### src/rtl/wave_param_loader_pkg.sv
// Shared constants for the waveform parameter loader: register map,
// control-word layout and waveform select encodings.
package wave_param_loader_pkg;

    localparam int DEF_N_FRAC      = 7;
    localparam int DEF_DIV_W       = 8;
    localparam int DEF_SYNC_STAGES = 2;

    localparam logic [1:0] ADDR_PHASE = 2'd0;
    localparam logic [1:0] ADDR_AMPL  = 2'd1;
    localparam logic [1:0] ADDR_DIV   = 2'd2;
    localparam logic [1:0] ADDR_CTRL  = 2'd3;

    localparam int CTRL_EN_BIT  = 0;
    localparam int CTRL_SEL_LSB = 1;
    localparam int CTRL_SEL_MSB = 2;

    typedef enum logic [1:0] {
        WAVE_SAW  = 2'd0,
        WAVE_TRI  = 2'd1,
        WAVE_SQR  = 2'd2,
        WAVE_RSVD = 2'd3
    } wave_sel_e;

endpackage

### src/rtl/wave_param_loader_sync_edge_detect.sv
// Synchronizes an asynchronous pin and emits a registered one-cycle pulse
// on each rising edge. Reusable for any pin input.
module sync_edge_detect #(
    parameter int SYNC_STAGES = 2
) (
    input  logic clk_i,
    input  logic rst_i,
    input  logic async_i,
    output logic rise_o
);

    logic [SYNC_STAGES-1:0] r_sync;
    logic                   r_prev;
    logic                   r_rise;

    // Synchronizer chain, previous-level flop and registered rise pulse
    always_ff @(posedge clk_i) begin
        if (rst_i) begin
            r_sync <= {SYNC_STAGES{1'b0}};
            r_prev <= 1'b0;
            r_rise <= 1'b0;
        end else begin
            r_sync <= {r_sync[SYNC_STAGES-2:0], async_i};
            r_prev <= r_sync[SYNC_STAGES-1];
            r_rise <= r_sync[SYNC_STAGES-1] & ~r_prev;
        end
    end

    assign rise_o = r_rise;

endmodule

### src/rtl/wave_param_loader.sv
// Pin-driven shadow registers for the waveform generator; settings move to
// the active set only on sample boundaries so a period never mixes values.
module wave_param_loader
    import wave_param_loader_pkg::*;
#(
    parameter int N_FRAC      = DEF_N_FRAC,
    parameter int DIV_W       = DEF_DIV_W,
    parameter int SYNC_STAGES = DEF_SYNC_STAGES
) (
    input  logic              clk_i,
    input  logic              rst_i,
    input  logic [N_FRAC:0]   cfg_data_i,
    input  logic [1:0]        cfg_addr_i,
    input  logic              cfg_we_i,
    output logic              cfg_ack_o,
    output logic [N_FRAC:0]   phase_o,
    output logic [N_FRAC:0]   amplitude_o,
    output logic [1:0]        wave_sel_o,
    output logic              next_data_strobe_o
);

    logic              w_rise;
    logic              w_wrap;
    logic              w_load;

    logic [N_FRAC:0]   r_sh_phase;
    logic [N_FRAC:0]   r_sh_ampl;
    logic [DIV_W-1:0]  r_sh_div;
    logic              r_sh_en;
    wave_sel_e         r_sh_sel;
    logic              r_ack;

    logic [N_FRAC:0]   r_act_phase;
    logic [N_FRAC:0]   r_act_ampl;
    logic [DIV_W-1:0]  r_act_div;
    wave_sel_e         r_act_sel;
    logic [DIV_W-1:0]  r_cnt;
    logic              r_strobe;

    sync_edge_detect #(
        .SYNC_STAGES (SYNC_STAGES)
    ) u_we_sync (
        .clk_i   (clk_i),
        .rst_i   (rst_i),
        .async_i (cfg_we_i),
        .rise_o  (w_rise)
    );

    // Host writes land in the shadow set; ack follows one cycle later
    always_ff @(posedge clk_i) begin
        if (rst_i) begin
            r_sh_phase <= {(N_FRAC+1){1'b0}};
            r_sh_ampl  <= {(N_FRAC+1){1'b0}};
            r_sh_div   <= {DIV_W{1'b0}};
            r_sh_en    <= 1'b0;
            r_sh_sel   <= WAVE_SAW;
            r_ack      <= 1'b0;
        end else begin
            r_ack <= w_rise;
            if (w_rise) begin
                case (cfg_addr_i)
                    ADDR_PHASE: r_sh_phase <= cfg_data_i;
                    ADDR_AMPL:  r_sh_ampl  <= cfg_data_i;
                    ADDR_DIV:   r_sh_div   <= DIV_W'(cfg_data_i);
                    ADDR_CTRL: begin
                        r_sh_en  <= cfg_data_i[CTRL_EN_BIT];
                        r_sh_sel <= wave_sel_e'(cfg_data_i[CTRL_SEL_MSB:CTRL_SEL_LSB]);
                    end
                    default: r_sh_en <= r_sh_en;
                endcase
            end else begin
                r_sh_en <= r_sh_en;
            end
        end
    end

    // Enable is not double-buffered; the divider limit changes only at a wrap
    assign w_wrap = (r_cnt == r_act_div);
    assign w_load = ~r_sh_en | w_wrap;

    // Sample-rate divider, strobe generation and atomic apply of the active set
    always_ff @(posedge clk_i) begin
        if (rst_i) begin
            r_cnt       <= {DIV_W{1'b0}};
            r_strobe    <= 1'b0;
            r_act_phase <= {(N_FRAC+1){1'b0}};
            r_act_ampl  <= {(N_FRAC+1){1'b0}};
            r_act_div   <= {DIV_W{1'b0}};
            r_act_sel   <= WAVE_SAW;
        end else begin
            if (!r_sh_en) begin
                r_cnt    <= {DIV_W{1'b0}};
                r_strobe <= 1'b0;
            end else if (w_wrap) begin
                r_cnt    <= {DIV_W{1'b0}};
                r_strobe <= 1'b1;
            end else begin
                r_cnt    <= r_cnt + {{(DIV_W-1){1'b0}}, 1'b1};
                r_strobe <= 1'b0;
            end
            if (w_load) begin
                r_act_phase <= r_sh_phase;
                r_act_ampl  <= r_sh_ampl;
                r_act_div   <= r_sh_div;
                r_act_sel   <= r_sh_sel;
            end else begin
                r_act_sel   <= r_act_sel;
            end
        end
    end

    assign cfg_ack_o          = r_ack;
    assign phase_o            = r_act_phase;
    assign amplitude_o        = r_act_ampl;
    assign wave_sel_o         = r_act_sel;
    assign next_data_strobe_o = r_strobe;

endmodule
### config.mk
export PLATFORM = sky130hd
export DESIGN_NAME = wave_param_loader
export DESIGN_NICKNAME = d
export VERILOG_FILES = /design/src/rtl/wave_param_loader_pkg.sv /design/src/rtl/wave_param_loader_sync_edge_detect.sv /design/src/rtl/wave_param_loader.sv
export SDC_FILE = /design/constraint.sdc
export NUM_CORES = 1
export LEC_CHECK = 0
export CORE_MARGIN = 2
export CORE_UTILIZATION = 45
export DETAILED_ROUTE_END_ITERATION = 12
export HOLD_SLACK_MARGIN = 0.12
export PLACE_DENSITY = 0.67
export REMOVE_ABC_BUFFERS = 1
export SYNTH_ARGS = -nofsm -noshare
export SYNTH_HDL_FRONTEND = slang
export SYNTH_SLANG_ARGS = --single-unit
export TNS_END_PERCENT = 30
### constraint.sdc
create_clock -name clk_i -period 2.75 [get_ports clk_i]
set_input_delay 0.55 -clock clk_i [delete_from_list [all_inputs] [get_ports clk_i]]
set_output_delay 0.55 -clock clk_i [all_outputs]
set_load 0.005 [all_outputs]
; ---- After elaboration in Yosys (flattened, before gate mapping)
; Cells that the tools add are included.
[word_totals]
reg_bits = 67
inputBits = 13
out_inout_bits = 20
word_cells = 32
[op_classes]
addsub = 1
n_eq_ne = 4
n_mux = 1
bitwise_logic = 4
reduce_logical = 7
[ops]
columns = cell, count
row1 = adder 8 x 1 -> 8 bit (second input constant), 1
row2 = == test 8 bit, 1
row3 = AND reduction 2 bit, 4
row4 = == test 2 bit (second input constant), 2
row5 = OR reduction 3 bit, 1
row6 = == test 2 x 1 -> 1 bit (second input constant), 1
row7 = logical NOT 2 bit, 1
row8 = inverter 1 bit, 2
row9 = OR reduction 2 bit, 1
row10 = bitwise AND 1 bit, 1
row11 = 2-to-1 mux 1 bit, 1
row12 = bitwise OR 1 bit, 1

; ---- Longest topological paths before layout
[depth]
depth_word = 2
ltp_mapped = 5
ltp_nobuf = 4

; ---- Modules after synthesis
; Synthesis repeated with hierarchy kept, for this count alone.
[hier_totals]
hier_cells = 262
area_unflattened_um2 = 2757.6
[by_module_without_submodules]
columns = mod, instances, cells_per_inst, area_per_inst_um2, seq_area_each_um2
row1 = wave_param_loader, 1, 254, 2646.3, 1261.2
row2 = sync_edge_detect, 1, 8, 111.4, 80.1

; ---- Worst setup path before layout
; Ideal clock, no wire load.
[synth_timing]
kind = in2reg
from = input rst_i
to = register r_strobe, in the netlist next_data_strobe_o
t_arrival_ps = 1349
t_required_ps = 2619
setup_slack_ps = 1270
stages = 4
path_buffers = 3
path_cell_list = clkbuf_1 clkbuf_1 clkbuf_1 nor3_1
[synth_between]
elab_chain_cells = 1
[synth_lines]
columns = element, line_no
row1 = start: declaration, wave_param_loader.sv:11  ; input logic rst_i,
row2 = OR reduction 2 bit (no source line), --
row3 = end signal: assignment, wave_param_loader.sv:85  ; r_strobe <= 1'b0;
row4 = end signal: assignment, wave_param_loader.sv:93  ; r_strobe <= 1'b0;
row5 = end signal: assignment, wave_param_loader.sv:96  ; r_strobe <= 1'b1;
row6 = end: declaration, wave_param_loader.sv:38  ; logic r_strobe;
; No other way between the ends.
; A chain may end at the register's enable or synchronous reset.

; ---- Worst setup path after layout
[layout_timing]
from = input cfg_addr_i[1]
to = register r_sh_ampl[2]
[layout_between]
elab_chain_cells = 2
[layout_lines]
columns = element, line_no
row1 = start: declaration, wave_param_loader.sv:13  ; input logic [1:0] cfg_addr_i,
row2 = == test 2 x 1 -> 1 bit, wave_param_loader.sv:61  ; case (cfg_addr_i)
row3 = AND reduction 2 bit (no source line), --
row4 = end signal: assignment, wave_param_loader.sv:53  ; r_sh_ampl <= {(N_FRAC+1){1'b0}};
row5 = end signal: assignment, wave_param_loader.sv:63  ; ADDR_AMPL: r_sh_ampl <= cfg_data_i;
row6 = end: declaration, wave_param_loader.sv:27  ; logic [N_FRAC:0] r_sh_ampl;
; No other way between the ends.

==> flow_metrics.py <==
metrics = {
    "status": {
        "status": "completed",
    },
    "global_routing": {
        "grt_pass1_vias": 1700,
        "met2_usage_pct": 22.26,
        "grt_use_total_pct": 15.09,
        "busiest_layer": "met2",
        "met3_usage_pct": 4.022,
        "antenna_found_initial": 0,
        "grt_max_degree": 49,
        "grt_pass1_wl_um": 7686,
        "grt_overflow": 0,
        "met1_usage_pct": 19.89,
    },
    "pwr": {
        "switching_share_pct": 21.38,
        "power.internal_mw": 1.359,
        "p_leak_nw": 1.274,
        "comb_power_share_pct": 4.1,
        "ir_drop_v": 0.0002976,
        "clkPwrFrac_pct": 39.2,
        "p_seq_share_pct": 56.7,
        "p_per_area_nw_per_um2": 525.6,
        "switchingPower_uw": 369.6,
    },
    "floorplan": {
        "coreArea_um2": 5921,
        "dieArea_um2": 6756,
        "start_util_pct": 46.47,
        "die_x_um": 82.20,
        "rows": 28,
        "dieHeight_um": 82.20,
        "io_pins": 33,
    },
    "clocking": {
        "numCtsBuffers": 9,
        "cts.sinks": 67,
        "cts.repair.resized": 0,
        "cts_hold_buf": 0,
        "cts_max_path_buffers": 2,
        "root_buffer": "clkbuf_8",
        "post_cts_buffers": 0,
        "tritoncts": "built",
        "clk_latency_ps": 330,
        "clk_pin_slew_worst_paths_ps": 70,
        "cts-htree-levels": 3,
    },
    "timing": {
        "worstMarginPinSlew_ps": 633.6,
        "clock.fmax_mhz": 578.6,
        "fin_skew_ps": 4.714,
        "hold_viol_final": 0,
        "min_period_ps": 1728,
        "drv_slew": 0,
        "setup_viol": 0,
        "fin_ws_ps": 1022,
        "rsz0062_at_grt": "false",
        "fin_crit_sh_pct": 62.84,
        "slew_headroom_pct": 57.63,
        "fin_tns_setup_ps": 0,
    },
    "route": {
        "dr.pass1.iters": 4,
        "num_vias": 1759,
        "drcViolationCount": 0,
        "ant_nets": 0,
        "wl_um": 4534,
        "vias_per_cell": 4.728,
        "drt_iter0_drc": 79,
        "wl_per_cell_um": 12.19,
    },
    "layout": {
        "regArea_um2": 1341,
        "stdcell_count": 372,
        "multi_input_area_um2": 1324,
        "n_antenna_cell": 0,
        "layout.nets": 307,
        "final_layout_size_suffix_gt1_share_pct": 8.418,
        "synthToLayoutAreaGrowth_pct": 19.51,
        "fillers": 542,
        "final_area_um2": 3288,
    },
    "setup_path": {
        "crit_arrival_ps": 1950,
        "path_max_fanout": 8,
        "crit_required_ps": 2970,
        "worstSetupEndpointType": "flop",
        "start_kind": "primary input",
        "critical_path_class": "primary input to flop",
    },
    "logic_synthesis": {
        "synth_cell_type_count": 22,
        "yosysSeqAreaShare_pct": 48.75,
        "ys_seq_elements": 67,
        "yosysWarningCount": 0,
        "synth.area.top_cells": "dfxtp_1 49%, mux2i_1 19%, nand2b_1 12%",
        "synth_area_um2": 2751,
        "synthCells": 261,
        "ys_top_cells_by_count": "67 x dfxtp_1, 53 x mux2i_1, 52 x nand2b_1, 31 x nor2_1, 12 x xor2_1",
        "async_reset_ff_share_pct": 0,
        "netlist.area_leader.share_pct": 48.75,
        "synth_edf_count": 0,
        "yosys.area.top_type": "dfxtp_1",
        "synth_most_common_cell": "dfxtp_1",
        "synthFlopType": "dfxtp_1",
        "synth_area_per_cell_um2": 10.54,
    },
    "placed_design": {
        "post-place-ws_ps": 684.4,
        "placed_area_um2": 3128,
        "dp.cells": 357,
        "gp_congestion": 0.7761,
        "port_buffers": 32,
        "dp_hpwl_um": 2983,
    },
    "worst_hold_path": {
        "hold_path_class": "flop to flop",
    },
    "run": {
        "cap_violations": 0,
    },
}
[through the flow]
stage | utilization [%] | power, mW | hold slack [ps]
after floorplan | - | 1.025 | 367.4
after global placement | 52.83 | 1.072 | 373.0
after detailed placement | 52.83 | 1.074 | 376.7
after CTS | 55.54 | 1.757 | 383.6
after global routing | 55.54 | 1.794 | 396.4
final | 55.54 | 1.728 | 380.8
[worst max-delay path, stage by stage]
cell	delay (ps)
clkdlybuf4s50_1	470
nand3b_1	560
mux2i_1	320
nor2_1	50
[metal layers]
| metal | share of wire (%) | up-vias |
|---|---|---|
| met4 | 1.7 | 0 |
| li1 | - | 923 |
| met5 | 0 | - |
| met3 | 2.4 | 6 |
| met1 | 53 | 808 |
| met2 | 43 | 22 |
[cell usage in the layout, fill, tap and decap left out, drive strengths merged]
cell type      instances
a41oi                  1
and3                   2
and3b                  1
buf                    6
clkbuf                12
clkdlybuf4s50         31
clkinv                 3
dfxtp                 67
ha                     1
inv                    1
mux2i                 53
nand2b                52
nand3                  5
nand3b                 2
nand4                  1
nor2                  31
nor2b                  5
nor3                   1
nor3b                  8
xnor2                  2
xor2                  12
[power groups by stage]
| stage | Sequential, mW | Combinational (mW) | Clock [mW] |
|---|---|---|---|
| floorplan | 1.00 | 0.0238 | 0 |
| global placement | 1.00 | 0.0708 | 0 |
| detailed placement | 1.00 | 0.0719 | 0 |
| CTS | 0.980 | 0.0718 | 0.706 |
| global route | 0.980 | 0.0769 | 0.737 |
| finish | 0.980 | 0.0710 | 0.678 |
[cells by family (layout without fill, tap and decap cells)]
logic type,count (synthesis),after routing,share of synthesized area (%)
AOI/OAI and AO/OA,1,1,1.001
xor gates and xnor gates,14,14,4.457
adders and majority gates,1,1,0.4547
buffers and inverters,17,53,3.319
DFF,67,67,48.75
muxes,53,53,19.28
and+or+nand+nor,108,108,22.74
[path summary, 6_finish.rpt]
check / startpoint / end / slack [ps] / cells after the start
min reg2reg: u_we_sync.r_prev / u_we_sync.rise_o / 380 / 1
max reg2reg: r_cnt[2] / r_act_div[2] / 1240 / 5
max: cfg_addr_i[1] / r_sh_ampl[2] / 1020 / 4
min: u_we_sync.r_prev / u_we_sync.rise_o / 380 / 1
[state kept, by name, summed over array words and instances (netlist names), 2 cells and up]
signal	flops
r_sh_div	8
r_sh_ampl	8
u_we_sync.r_sync	2
r_cnt	8
r_sh_phase	8
r_act_div	8
phase_o	8
r_sh_sel	2
amplitude_o	8
wave_sel_o	2
[final cells by class]
cell class,count,area share [%]
Tap cell,75,2.854
Clock inverter,3,0.4566
Inverter,1,0.1142
Clock buffer,12,4.414
Multi-Input combinational cell,177,40.26
Sequential cell,67,40.79
Timing Repair Buffer,37,11.11
Note: power is estimated with default switching activity, not from simulation.
